### config.mk
export PLATFORM = sky130hd
export DESIGN_NAME = t06_keypad_scan
export DESIGN_NICKNAME = d
export VERILOG_FILES = /design/src/rtl/t06_keypad_pkg.sv /design/src/rtl/t06_sync.sv /design/src/rtl/t06_keypad_scan.sv
export SDC_FILE = /design/constraint.sdc
export NUM_CORES = 1
export LEC_CHECK = 0
export CORE_MARGIN = 3
export CORE_UTILIZATION = 45
export DETAILED_ROUTE_END_ITERATION = 8
export PLACE_DENSITY = 0.71
export SLEW_MARGIN = 15
export SYNTH_ARGS = -nofsm -noshare
export SYNTH_HDL_FRONTEND = slang
export SYNTH_SLANG_ARGS = --single-unit
### constraint.sdc
create_clock -name clk -period 3.8 [get_ports clk]
set_input_delay 0.76 -clock clk [delete_from_list [all_inputs] [get_ports clk]]
set_output_delay 0.76 -clock clk [all_outputs]
set_load 0.01 [all_outputs]
### src/rtl/t06_keypad_pkg.sv
// rtl/t06_keypad_pkg.sv - shared types and constants for the t06 keypad scanner
package t06_keypad_pkg;

  typedef enum logic [1:0] {
    ST_SETTLE = 2'd0,
    ST_SAMPLE = 2'd1,
    ST_EVAL   = 2'd2
  } scan_state_t;

  localparam int DEF_ROWS     = 4;
  localparam int DEF_COLS     = 4;
  localparam int DEF_SETTLE   = 4;
  localparam int DEF_DEBOUNCE = 3;

  // Width of an index into n items, never narrower than one bit.
  function automatic int code_width(input int n);
    return (n > 1) ? $clog2(n) : 1;
  endfunction

endpackage

### src/rtl/t06_sync.sv
// rtl/t06_sync.sv - two-flop synchronizer for one asynchronous row line
module t06_sync (
  input  logic clk,
  input  logic nrst,
  input  logic d,
  output logic q
);

  logic meta;

  always_ff @(posedge clk or negedge nrst) begin
    if (!nrst) begin
      meta <= 1'b0;
      q    <= 1'b0;
    end else begin
      meta <= d;
      q    <= meta;
    end
  end

endmodule

### src/rtl/t06_keypad_scan.sv
// rtl/t06_keypad_scan.sv - matrix keypad scanner with frame debounce and key event handshake
// Optional release events: define T06_KEYPAD_RELEASE_EN.
module t06_keypad_scan
  import t06_keypad_pkg::*;
#(
  parameter int ROWS     = DEF_ROWS,
  parameter int COLS     = DEF_COLS,
  parameter int SETTLE   = DEF_SETTLE,
  parameter int DEBOUNCE = DEF_DEBOUNCE
) (
  input  logic                              clk,
  input  logic                              nrst,
  input  logic [ROWS-1:0]                   row_in,
  output logic [COLS-1:0]                   col_drive,
  output logic                              key_valid,
  output logic [code_width(ROWS*COLS)-1:0]  key_code,
  input  logic                              key_ack,
  output logic                              key_down
`ifdef T06_KEYPAD_RELEASE_EN
  ,
  output logic                              key_release
`endif
);

  localparam int NK  = ROWS * COLS;
  localparam int KW  = code_width(NK);
  localparam int CIW = code_width(COLS);
  localparam int SW  = code_width(SETTLE);
  localparam int DW  = code_width(DEBOUNCE + 1);

  logic [ROWS-1:0] rows_sync;

  for (genvar r = 0; r < ROWS; r++) begin : g_sync
    t06_sync u_sync (
      .clk  (clk),
      .nrst (nrst),
      .d    (row_in[r]),
      .q    (rows_sync[r])
    );
  end

  scan_state_t    state, state_nx;
  logic [SW-1:0]  cnt, cnt_nx;
  logic [CIW-1:0] col, col_nx;

  always_ff @(posedge clk or negedge nrst) begin
    if (!nrst) begin
      state <= ST_SETTLE;
      cnt   <= '0;
      col   <= '0;
    end else begin
      state <= state_nx;
      cnt   <= cnt_nx;
      col   <= col_nx;
    end
  end

  always_comb begin
    state_nx = state;
    cnt_nx   = cnt;
    col_nx   = col;
    case (state)
      ST_SETTLE: begin
        if (cnt == SW'(SETTLE - 1)) state_nx = ST_SAMPLE;
        else                        cnt_nx   = cnt + 1'b1;
      end
      ST_SAMPLE: begin
        if (col == CIW'(COLS - 1)) begin
          state_nx = ST_EVAL;
        end else begin
          col_nx   = col + 1'b1;
          cnt_nx   = '0;
          state_nx = ST_SETTLE;
        end
      end
      ST_EVAL: begin
        col_nx   = '0;
        cnt_nx   = '0;
        state_nx = ST_SETTLE;
      end
      default: begin
        col_nx   = '0;
        cnt_nx   = '0;
        state_nx = ST_SETTLE;
      end
    endcase
  end

  assign col_drive = COLS'(1) << col;

  logic [NK-1:0] frame, frame_nx, prev_frame, deb, pend_press, press_clr;
  logic [DW-1:0] stable;
  logic          accept;

  // Drop the synced rows into the frame bits belonging to the driven column.
  always_comb begin
    frame_nx = frame;
    if (state == ST_SAMPLE) begin
      for (int r = 0; r < ROWS; r++) begin
        for (int c = 0; c < COLS; c++) begin
          if (CIW'(c) == col) frame_nx[r*COLS + c] = rows_sync[r];
        end
      end
    end
  end

  assign accept = (state == ST_EVAL) && (frame == prev_frame) &&
                  (stable == DW'(DEBOUNCE - 1));

  always_ff @(posedge clk or negedge nrst) begin
    if (!nrst) begin
      frame      <= '0;
      prev_frame <= '0;
      stable     <= '0;
      deb        <= '0;
    end else begin
      frame <= frame_nx;
      if (state == ST_EVAL) begin
        if (frame != prev_frame) begin
          prev_frame <= frame;
          stable     <= '0;
        end else if (stable != DW'(DEBOUNCE)) begin
          stable <= stable + 1'b1;
        end
        if (accept) deb <= frame;
      end
    end
  end

  logic [KW-1:0] arb_code;
  logic          arb_go;

`ifdef T06_KEYPAD_RELEASE_EN
  logic [NK-1:0] pend_rel, rel_clr;
  logic          arb_rel;

  // Presses always win; release indices are only chosen when no press is pending.
  always_comb begin
    arb_code = '0;
    arb_rel  = 1'b0;
    for (int i = NK - 1; i >= 0; i--) begin
      if (pend_rel[i]) begin
        arb_code = KW'(i);
        arb_rel  = 1'b1;
      end
    end
    for (int i = NK - 1; i >= 0; i--) begin
      if (pend_press[i]) begin
        arb_code = KW'(i);
        arb_rel  = 1'b0;
      end
    end
  end

  assign arb_go    = !key_valid && ((|pend_press) || (|pend_rel));
  assign press_clr = (arb_go && !arb_rel) ? (NK'(1) << arb_code) : '0;
  assign rel_clr   = (arb_go &&  arb_rel) ? (NK'(1) << arb_code) : '0;

  always_ff @(posedge clk or negedge nrst) begin
    if (!nrst) begin
      pend_rel    <= '0;
      key_release <= 1'b0;
    end else begin
      pend_rel <= (pend_rel & ~rel_clr) | (accept ? (deb & ~frame) : '0);
      if (!key_valid && arb_go) key_release <= arb_rel;
    end
  end
`else
  always_comb begin
    arb_code = '0;
    for (int i = NK - 1; i >= 0; i--) begin
      if (pend_press[i]) arb_code = KW'(i);
    end
  end

  assign arb_go    = !key_valid && (|pend_press);
  assign press_clr = arb_go ? (NK'(1) << arb_code) : '0;
`endif

  // Arbitration sees pend before this cycle's accept lands, so a fresh key waits one cycle.
  always_ff @(posedge clk or negedge nrst) begin
    if (!nrst) begin
      pend_press <= '0;
      key_valid  <= 1'b0;
      key_code   <= '0;
    end else begin
      pend_press <= (pend_press & ~press_clr) | (accept ? (frame & ~deb) : '0);
      if (key_valid) begin
        if (key_ack) key_valid <= 1'b0;
      end else if (arb_go) begin
        key_valid <= 1'b1;
        key_code  <= arb_code;
      end
    end
  end

  assign key_down = |deb;

endmodule

# After elaboration in Yosys (flattened, before gate mapping)
# Cells that the tools add are included.
# op_classes
shifts	2
add_sub_neg	3
eq_ne	14
reduce_logical	19
n_bitwise	7
mux	31
# op_table
cell	count
4-bit two-way mux	16
16-bit AND	2
16-bit two-way mux	2
16-bit inverter	2
16-bit OR reduction	2
2-bit AND reduction	10
16-bit == test	1
16-bit != test	1
16-bit bitwise OR	1
1-bit by 4-bit << shifter with 16-bit output, first input constant	1
2-bit two-way mux	7
2-bit one-hot mux with 2 select lines	3
2-bit == test, second input constant	4
2-bit != test, second input constant	4
2-bit by 1-bit adder with 2-bit output, second input constant	3
2-bit == test, first input constant	2
2-bit logical NOT	2
1-bit by 2-bit << shifter with 4-bit output, first input constant	1
1-bit logical AND	3
1-bit two-way mux	3
1-bit by 2-bit == test with 1-bit output, first input constant	1
2-bit by 1-bit == test with 1-bit output, second input constant	1
1-bit inverter	2
2-bit nonzero test	1
1-bit logical NOT	1
# totals
out_inout_bits	10
regBits	85
wordCells	97
in_bits	7

# Longest topological paths before layout
# Gate-level depths: netlist (run 1).
# logic_depth
depth_word	21
depth_mapped	8
depth_no_buf	6

# Modules after synthesis
# From an unflattened synthesis (run 1), not the netlist that was laid out.
# unflattened
cells_unflattened	319
hier_area_um2	3865.0
# by_module_without_submodules
mod	n_inst	seq_area_each_um2	cells_per_inst	area_per_inst_um2
t06_keypad_scan	1	1926.8	311	3664.8
t06_sync	4	50.0	2	50.0

# Least setup slack after synthesis (run 1)
# No wires, ideal clock.
# synth_timing
path_kind	register to register
start	register frame[15]
end	register deb[13]
setup_slack_ns	1.821
setup_time_ns	0.125
stages_incl_launch_ff	8
arrival_ns	1.854
path_buffers	2
t_required_ns	3.675
period_less_slack_ns	1.979
path_cell_list	dfrtp_1 > xnor2_1 > nand4_1 > nor4_4 > and4b_1 > buf_4 > buf_12 > mux2_4
# synth_between
elab_chain_cells	4
# synth_lines
element	line_no	text
start, declared	t06_keypad_scan.sv:91	logic [NK-1:0] frame, frame_nx, prev_frame, deb, pend_press, press_clr;
start signal, assigned	t06_keypad_scan.sv:117	frame <= frame_nx;
16-bit == test	t06_keypad_scan.sv:107	assign accept = (state == ST_EVAL) && (frame == prev_frame) &&
1-bit logical AND (2 in a row)	t06_keypad_scan.sv:107	
2-bit AND reduction (no source line)	--	
end signal, assigned	t06_keypad_scan.sv:125	if (accept) deb <= frame;
end, declared	t06_keypad_scan.sv:91	
# Every way passes these cells.
# A chain may end at the register's enable or synchronous reset.

# Worst setup path after layout (run 1)
# layout_timing
start	register deb[11]
end	output key_down
# layout_between
elab_chain_cells	1
# layout_lines
element	line_no	text
16-bit OR reduction	t06_keypad_scan.sv:197	assign key_down = |deb;
end, declared	t06_keypad_scan.sv:18	output logic key_down
# Every way passes these cells.

==> impl_results.md, run 1 <==
- Worst setup EP type: primary output
- Max-cap violations: 0
- Net Sw Power: 0.000362 W
- First-iteration detailed-routing DRC count: 113
- Slew margin rel.: 31.3%
- Crit-path max FO: 2
- Global Route Usage Sum: 15.7%
- Logic pwr share: 3.5%
- Remaining antenna violation count: 0
- Syn avg cell area: 11.7 sq um
- Post-synth EDFFs: 0
- Mapped Nets: 343
- Internal Power: 0.00134 W
- Kind of critical path: flip-flop to primary output
- Fin Hold WS: 353 ps
- Seq/Total Area, Yosys: 55.1%
- Reg area: 2130 sq um
- Crit-path cells: nor4_1 -> nand4_1 -> clkdlybuf4s50_1
- CTS tree: built
- Count leader, synth: dfrtp_1
- Clock power share: 40.8%
- Clock sink total: 85
- Clock tree buffer depth: 2
- M1 WL: 3370 microns
- Final setup viols: 0
- Max H-tree Level: 3
- DRC: 0
- Maximum vdd drop: 0.258 mV
- Worst Skew: 12.5 ps
- Die height: 98.6 microns
- Num CTS Buffers: 9
- Yosys top cell area share: 55.1%
- Total congestion overflow: 0
- Via/cell ratio: 5.38
- Max Freq: 388 MHz
- Sequential Power Share: 55.7%
- Post-DP HPWL: 5050 microns
- Dpl cells: 441
- Hold buffer count at cts: 0
- GP Congestion: 0.817
- First-pass GRT wire length: 12000 microns
- Worst slew pin tran: 1030 ps
- Asr flop ratio synth: 100%
- Core area: 8260 sq um
- Clock Latency Late Sink: 350 ps
- Register bit total from synthesis: 85
- Top cells by count, synth: dfrtp_1, nand2_1, mux2_2
- CP max-delay cell: clkdlybuf4s50_1
- Share of cells above drive strength 1: 17.9%
- Starting density of the core: 46.8%
- Pwr/cell area: 396 nW/um^2
- Post-layout util: 52.1%
- Uppermost routed layer: met4
- I/O pin count: 17
- WL/cell: 15.5 microns
- Top cells by area, synth: dfrtp_1, mux2_2, xnor2_1
- Post-synth top area cell: dfrtp_1
- Layout fillers: 730
- Mapped Cells: 329
- Vias in the first global route: 2454
- Initial DRT Pass Iterations: 4
- Fin nets: 361
- Run status: finished clean
- Post-CTS Resized: 0
- Yosys warnings: 0
- Row count: 33
- Met2 WL: 3280 microns
- Hold Path Class: flip-flop to flip-flop
- Initial antenna violation count: 0
- Bufs and invs on worst path: 1
- Data arrival time of the critical path: 1820 ps
- Final cell count without fillers: 456
- Netlist Area Pre-Place: 3860 sq um
- Setup bufs post-CTS: 0
- Root Buffer: clkbuf_8
- Inserted Diodes: 0
- Yosys cell types: 44
- Drt total wl: 7060 microns
- Crit start category: flip-flop
- Via count: 2454
- Post-route setup TNS: 0 ps
- Fin crit period: 2580 ps
- Area of the multi-input gates: 1580 sq um
- Max-slew violation count: 0
- Endpoints failing hold: 0
- Die footprint: 9730 sq um
- Wire length on met3: 234 microns
- Clock slew at reported path FFs: 80 ps
- Tcrit/Tclk final: 67.9%
- CP delay by family, top: simple AND/OR/NAND/NOR gates
- IO buf count: 16
- Die X: 98.6 microns
- Worst path required time: 3040 ps
- Pin count of the biggest net entering global routing: 86
- Leakage: 1.88 nW
- RSZ-0062 raised after global routing: no
- Critical Path Max Stage Delay: 520 ps
- Sw frac: 21.3%
- Area grow syn2layout: 11.3%
- Ys flop type: dfrtp_1
-- worst register-to-register path: cells and delay by family, from the launching register on --
kind | cells | cell delay [ps]
buf+inv | 1 | 370
simple gates | 3 | 830
xor+xnor | 1 | 210
mux | 1 | 350
flops | 1 | 450
-- logic make-up (layout without fill, tap and decap cells) --
| group | count (synthesis) | count (layout) | share of synthesized area (%) |
|---|---|---|---|
| XOR/XNOR | 18 | 18 | 4.08 |
| AND/OR/NAND/NOR | 101 | 101 | 13.2 |
| multiplexers | 40 | 40 | 12.4 |
| flip-flops | 85 | 85 | 55.1 |
| buffers and inverters | 29 | 51 | 3.95 |
| adder cells (fa/ha/maj) | 7 | 7 | 2.27 |
| AO/OA/AOI/OAI | 49 | 49 | 9.04 |
-- layer usage --
| metal | vias up | GRT usage (%) |
|---|---|---|
| li1 | 1192 | - |
| met1 | 1196 | 21.5 |
| met2 | 50 | 23.9 |
| met3 | 16 | 4.18 |
| met4 | 0 | 6.41 |
| met5 | - | 0 |
-- placed cells by master, fill, tap and decap left out, types with 2 or more instances in the layout --
master	netlist	layout
dfrtp_1	85	85
nand2_1	37	37
mux2_2	32	32
nor2_1	23	23
inv_1	19	19
o21ai_0	19	19
xnor2_1	17	17
clkdlybuf4s50_1	0	15
clkbuf_8	0	10
a32o_1	9	9
mux2_4	8	8
nor4_1	7	7
a21oi_1	7	7
nand3b_1	7	7
ha_1	7	7
nand4_1	5	5
nand3_1	4	4
nand2b_1	3	3
nor2b_1	3	3
nor3_1	3	3
o31ai_1	2	2
o211ai_1	2	2
a21o_1	2	2
bufinv_16	0	2
clkinv_4	0	2
buf_4	3	2
-- metrics by stage --
| stage | setup slack, ps | total power (W) | area (sq um) |
|---|---|---|---|
| after global placement | 1520 | 0.00103 | 4080 |
| after detailed placement | 1470 | 0.00103 | 4080 |
| after CTS | 1180 | 0.00173 | 4300 |
| final | 1220 | 0.00170 | 4300 |
| after floorplan | 1820 | 0.000991 | 3860 |
| after global routing | 1070 | 0.00178 | 4300 |
-- path summary, 6_finish.rpt --
path	startpoint	endpoint	slack [ps]	depth (start not counted)
worst max-delay path	deb[11]$_DFFE_PN0P_	key_down	1220	3
worst min-delay path	g_sync[3].u_sync.meta$_DFF_PN0_	g_sync[3].u_sync.q$_DFF_PN0_	350	0
worst max register to register	frame[2]$_DFFE_PN0P_	deb[8]$_DFFE_PN0P_	1470	6
worst min register to register	g_sync[3].u_sync.meta$_DFF_PN0_	g_sync[3].u_sync.q$_DFF_PN0_	350	0
max in group asynchronous	nrst	deb[9]$_DFFE_PN0P_	2550	1
min in group asynchronous	nrst	key_code[1]$_DFFE_PN0P_	580	1
-- cell type report --
type | instances | share of cell area (%)
Clock inverter | 5 | 1.98
Tap cell | 105 | 3.05
Inverter | 19 | 1.66
Timing Repair Buffer | 17 | 3.84
Multi-Input combinational cell | 215 | 36.8
Sequential cell | 85 | 49.5
Clock buffer | 10 | 3.20
-- power by group through the flow --
stage | clock network [W] | logic, W | registers (W)
detailed placement | 0 | 0.0000612 | 0.000967
finish | 0.000695 | 0.0000591 | 0.000949
global placement | 0 | 0.0000600 | 0.000965
floorplan | 0 | 0.0000318 | 0.000959
CTS | 0.000715 | 0.0000613 | 0.000949
global route | 0.000756 | 0.0000666 | 0.000952
-- sequential cells by signal, indices dropped and copies added (netlist names) --
name                flops
deb                    16
key_valid               1
cnt                     2
frame                  16
key_code                4
g_sync.u_sync.meta      4
prev_frame             16
pend_press             16
state                   2
stable                  2
g_sync.u_sync.q         4
col                     2
No activity file was read; power rests on OpenSTA's default activity.
==> inputs of run 2 (changes only) <==
PLACE_DENSITY = 0.74   (was 0.71)
clock period = 2.34 ns   (was 3.8 ns; I/O delays follow)
==> run 2 against run 1 <==
Compared with the run above:
- utilization increased by 1.1 points
- critical path type unchanged
- global-route usage increased by 0.74 points
- sequential power increased by 62%
==> impl_results.md, run 2 (synthesis gave the netlist of run 1 again) <==
- Data arrival time of the critical path: 1830 ps (about the same)
- Max H-tree Level: 3 (unchanged)
- Remaining antenna violation count: 0 (unchanged)
- Critical Path Max Stage Delay: 520 ps (about the same)
- Via count: 2523 (+2.8%)
- Clock Latency Late Sink: 350 ps (about the same)
- Fin crit period: 2290 ps
- Most frequent cells in the layout: dfrtp_1, nand2_1, mux2_2
- Dpl cells: 447 (+1.4%)
- First-iteration detailed-routing DRC count: 148 (+31%)
- Max-slew violation count: 0 (unchanged)
- Share of cells above drive strength 1: 20.4% (+2.4 points)
- Worst R2R Path Depth: 6 (unchanged)
- First-pass GRT wire length: 12600 microns (+4.7%)
- Fin nets: 367 (+1.7%)
- Wire length on met3: 361 microns (+54%)
- Worst path required time: 1870 ps (-1170 ps)
- Worst Skew: 12.3 ps (-0.190 ps)
- Fin Hold WS: 106 ps (-247 ps)
- Final setup viols: 0 (unchanged)
- Clock sink total: 85 (unchanged)
- IO buf count: 16 (unchanged)
- Total congestion overflow: 0 (unchanged)
- Via/cell ratio: 5.45 (+1.3%)
- Hold buffer count at cts: 0 (unchanged)
- Post-DP HPWL: 5340 microns (+5.8%)
- Post-CTS Resized: 0 (unchanged)
- Initial antenna violation count: 0 (unchanged)
- Initial DRT Pass Iterations: 4 (unchanged)
- Final cell count without fillers: 463 (+1.5%)
- Global Route Usage Sum: 16.5% (+0.74 points)
- Bufs and invs on worst path: 1 (unchanged)
- Sw frac: 23.5% (+2.2 points)
- R2r startpoint: pend_press[5]$_DFF_PN0_
- Post-layout util: 53.2% (+1.1 points)
- CTS tree: built
- Vias in the first global route: 2557 (+4.2%)
- Maximum vdd drop: 0.357 mV (+38%)
- R2R setup slack: 130 ps (-1340 ps)
- Fin area: 4390 sq um (+2.1%)
- Endpoints failing hold: 0 (unchanged)
- Net Sw Power: 0.000645 W (+78%)
- CP max-delay cell: clkdlybuf4s50_1
- Worst setup EP type: primary output
- Crit-path cells: nor4_1 -> nand4_1 -> clkdlybuf4s50_1
- Die X: 98.6 microns (unchanged)
- Max Freq: 436 MHz
- Uppermost routed layer: met4
- Clock tree buffer depth: 2 (unchanged)
- CP delay by family, top: simple AND/OR/NAND/NOR gates
- Kind of critical path: flip-flop to primary output
- Final setup margin: 46.8 ps (-1170 ps)
- DRC: 0 (unchanged)
- Pin count of the biggest net entering global routing: 45 (-48%)
- WL/cell: 16.0 microns (+3.4%)
- Tcrit/Tclk final: 98.0%
- Inserted Diodes: 0 (unchanged)
- Area grow syn2layout: 13.6%
- Core area: 8260 sq um (unchanged)
- Commonest non-fill, non-tap cell in the layout: dfrtp_1
- DP Area: 4150 sq um (+1.7%)
- Slew margin rel.: 43.8% (+12 points)
- Run status: finished clean
- Setup bufs post-CTS: 0 (unchanged)
- Reg area: 2130 sq um (unchanged)
- Layout fillers: 718 (-1.6%)
- Starting density of the core: 46.8% (unchanged)
- M1 WL: 3400 microns (+0.86%)
- Clock power share: 40.1% (-0.7 points)
- Max-cap violations: 0 (unchanged)
- Leakage: 1.93 nW (+2.6%)
- Die footprint: 9730 sq um (unchanged)
- Pwr/cell area: 625 nW/um^2 (+58%)
- Logic pwr share: 3.9% (+0.4 points)
- Area of the multi-input gates: 1610 sq um (+1.7%)
- Setup WS pre-CTS: 152 ps (-1320 ps)
- Crit-path max FO: 3 (+1)
- Num CTS Buffers: 9 (unchanged)
- Crit start category: flip-flop
- Root Buffer: clkbuf_8
- Drt total wl: 7420 microns (+5.0%)
- Internal Power: 0.00210 W (+57%)
- Clock slew at reported path FFs: 90 ps (about the same)
- Sequential Power Share: 56.1% (+0.4 points)
- Row count: 33 (unchanged)
- Worst r2r dst: pend_press[15]$_DFF_PN0_
- Hold Path Class: input port to async pin
- Worst slew pin tran: 843 ps (-188 ps)
- Die height: 98.6 microns (unchanged)
- I/O pin count: 17 (unchanged)
- GP Congestion: 0.937 (+15%)
- Met2 WL: 3540 microns (+7.9%)
[run 2: power groups by stage]
stage | combinational, W | clock, W | sequential, W
2_1_floorplan | 0.0000517 | 0 | 0.00156
3_3_place_gp | 0.000108 | 0 | 0.00157
3_5_place_dp | 0.000109 | 0 | 0.00157
4_1_cts | 0.000110 | 0.00114 | 0.00154
5_1_grt | 0.000121 | 0.00120 | 0.00155
6_report | 0.000106 | 0.00110 | 0.00154
[run 2: area by class of cell]
type	instances	area share [%]
flip-flops and latches	85	48.5
multi-input cells	215	36.7
repair buffers	23	5.36
clock buffers	10	3.14
well taps	105	2.99
clock inverters	6	1.74
inverters	19	1.62
[run 2: metal layers]
| metal | track usage, % | vias up |
|---|---|---|
| li1 | - | 1189 |
| met1 | 22.1 | 1256 |
| met2 | 25.7 | 68 |
| met3 | 4.95 | 10 |
| met5 | 0 | - |
| met4 | 5.25 | 0 |
[run 2: how the worst max path moves through the flow]
stage | start | to | slack, ps | cells past startpoint
5_1_grt | pend_press[5]$_DFF_PN0_ | pend_press[15]$_DFF_PN0_ | -10 | 6
2_1_floorplan | frame[15]$_DFFE_PN0P_ | deb[13]$_DFFE_PN0P_ | 360 | 7
3_5_place_dp | pend_press[5]$_DFF_PN0_ | pend_press[15]$_DFF_PN0_ | 150 | 6
4_1_cts | deb[3]$_DFFE_PN0P_ | key_down | 10 | 3
3_3_place_gp | pend_press[5]$_DFF_PN0_ | pend_press[15]$_DFF_PN0_ | 160 | 6
6_report | deb[3]$_DFFE_PN0P_ | key_down | 50 | 3
[run 2: worst reg2reg max path: stages (launching register included)]
cell       delay [ps]
dfrtp_1           440
or4_1             610
nor3_2            220
a21oi_4           150
a2111oi_4         340
nand2_1           110
a32o_1            220
[run 2: per-stage QoR]
step                      setup TNS [ps]  power (W)
after global placement                 0    0.00167
final                                  0    0.00275
after detailed placement               0    0.00168
after global routing               -13.2    0.00286
after floorplan                        0    0.00161
after CTS                              0    0.00279
==> inputs of run 3 (changes only) <==
SETUP_SLACK_MARGIN = 0.3   (was not set)
==> run 3 against run 2 <==
Compared with the run above:
- global-route usage up 0.80 points
- count of clock-buffer cells in the layout unchanged
- total power grew 0.82%
- sequential cell count unchanged
- clock skew decreased by 1.2 ps
- die area stayed put
- sequential share of layout area fell by 2.2 points
- critical path type is now flip-flop to flip-flop
- critical endpoint is now deb[8]$_DFFE_PN0P_
==> impl_results.md, run 3 (synthesis gave the netlist of run 1 again) <==
- Vias in the first global route: 2695 (+5.4%)
- Clock tree buffer depth: 2 (unchanged)
- Row count: 33 (unchanged)
- Setup WS pre-CTS: 152 ps (unchanged)
- Endpoints failing hold: 0 (unchanged)
- Die X: 98.6 microns (unchanged)
- DP Area: 4150 sq um (unchanged)
- Total congestion overflow: 0 (unchanged)
- Pwr/cell area: 599 nW/um^2 (-4.2%)
- Layout fillers: 694 (-3.3%)
- Max-slew violation count: 0 (unchanged)
- Inserted Diodes: 0 (unchanged)
- Remaining antenna violation count: 0 (unchanged)
- Final setup margin: 248 ps (+201 ps)
- Clock slew at reported path FFs: 90 ps (about the same)
- Clock Latency Late Sink: 360 ps (about the same)
- Leakage: 2.07 nW (+6.9%)
- Die footprint: 9730 sq um (unchanged)
- Hold Path Class: input port to async pin
- Data arrival time of the critical path: 2340 ps (+510 ps)
- Worst slew pin tran: 846 ps (+3.05 ps)
- Pin count of the biggest net entering global routing: 45 (unchanged)
- Fin crit period: 2090 ps (-201 ps)
- DRC: 0 (unchanged)
- Drt total wl: 7970 microns (+7.5%)
- WL/cell: 16.5 microns (+3.1%)
- Core area: 8260 sq um (unchanged)
- I/O pin count: 17 (unchanged)
- First-pass GRT wire length: 13200 microns (+4.9%)
- Num CTS Buffers: 9 (unchanged)
- IO buf count: 16 (unchanged)
- Starting density of the core: 46.8% (unchanged)
- Hold buffer count at cts: 0 (unchanged)
- Clock sink total: 85 (unchanged)
- Initial antenna violation count: 0 (unchanged)
- Kind of critical path: flip-flop to flip-flop
- Worst setup EP type: flip-flop
- Crit start category: flip-flop
- Uppermost routed layer: met4
- CP startpoint: frame[3]$_DFFE_PN0P_
- Via count: 2644 (+4.8%)
- Commonest non-fill, non-tap cell in the layout: dfrtp_1
- First-iteration detailed-routing DRC count: 161 (+8.8%)
- Root Buffer: clkbuf_8
- Fin area: 4620 sq um (+5.2%)
- Run status: finished clean
- Slew margin rel.: 43.6% (-0.20 points)
- Post-DP HPWL: 5340 microns (unchanged)
- Max H-tree Level: 3 (unchanged)
- RSZ-0062 raised after global routing: yes
- R2r startpoint: frame[3]$_DFFE_PN0P_
- Area of the multi-input gates: 1650 sq um (+2.5%)
- Met2 WL: 3930 microns (+11%)
- Initial DRT Pass Iterations: 4 (unchanged)
- Max-cap violations: 0 (unchanged)
- GP Congestion: 0.937 (unchanged)
- Reg area: 2140 sq um (+0.41%)
- Share of cells above drive strength 1: 29.1% (+8.7 points)
- Die height: 98.6 microns (unchanged)
- Max Freq: 478 MHz (+9.6%)
- CTS tree: built
- Worst path required time: 2580 ps (+710 ps)
- Maximum vdd drop: 0.355 mV (-0.73%)
- Most frequent cells in the layout: dfrtp_1, nand2_1, mux2_2
- Post-layout util: 55.9% (+2.8 points)
- Area grow syn2layout: 19.6%
- Worst Skew: 11.1 ps (-1.24 ps)
- Final setup viols: 0 (unchanged)
- Fin nets: 387 (+5.4%)
- Tcrit/Tclk final: 89.4% (-8.6 points)
- Via/cell ratio: 5.47 (+0.46%)
- Wire length on met3: 345 microns (-4.4%)
- Global Route Usage Sum: 17.2% (+0.80 points)
- Fin Hold WS: 98.7 ps (-7.76 ps)
- M1 WL: 3560 microns (+4.6%)
- Post-route setup TNS: 0 ps (unchanged)
- Crit-path max FO: 10 (+7)
## run 3: cell types whose count changed in the layout (fill, tap and decap cells not counted), moves of 2 or more
cell,before,now
buf_16,0,2
buf_4,6,24
clkdlybuf4s50_1,15,10
dfrtp_1,85,78
dfrtp_2,0,7
dlygate4sd2_1,0,4
xnor2_1,17,14
xnor2_2,0,3
## run 3: per-layer routing
| layer | GRT usage [%] | vias to the layer above |
|---|---|---|
| met5 | 0 | - |
| met4 | 5.67 | 0 |
| met3 | 4.74 | 13 |
| met2 | 28.4 | 54 |
| met1 | 22.1 | 1341 |
| li1 | - | 1236 |
## run 3: worst paths after layout
kind                                                      to  slack (ps)  depth (start not counted)
worst min register to register  g_sync[2].u_sync.q$_DFF_PN0_         360                          0
min in group clk                g_sync[2].u_sync.q$_DFF_PN0_         360                          0
max in group asynchronous              frame[15]$_DFFE_PN0P_        1580                          2
worst max register to register            deb[8]$_DFFE_PN0P_         250                          6
worst max-delay path                      deb[8]$_DFFE_PN0P_         250                          6
worst min-delay path                     key_valid$_DFF_PN0_         100                          1
## run 3: report_power, final
part,internal [W],switching (W)
clock,0.000543,0.000560
combinational,0.0000671,0.0000599
sequential,0.00150,0.0000338
## run 3: what timing repair did
action,in CTS,in global routing
buffers inserted,9,9
pin swaps,1,6
resized for setup,14,14
cloned,2,0
endpoints found under the setup margin,34,49
endpoints found under the hold margin,0,0
## run 3: final cells by class
class	instances	area share [%]
Multi-Input combinational cell	215	35.7
Inverter	19	1.54
Clock inverter	6	1.65
Sequential cell	85	46.2
Tap cell	105	2.84
Timing Repair Buffer	43	8.99
Clock buffer	10	2.98
## run 3: worst max-delay path, cell delays in order, from the launching register on
cell,delay [ps]
dfrtp_1,430
xnor2_1,180
nand4_1,180
nor4_4,370
and4b_2,350
buf_12,160
mux2_4,310
## run 3: metrics by stage
stage / power, W / instances
final: 0.00277 / 483
after global routing: 0.00288 / 483
after CTS: 0.00279 / 474
after detailed placement: 0.00168 / 447
after global placement: 0.00167 / 447
after floorplan: 0.00161 / 329
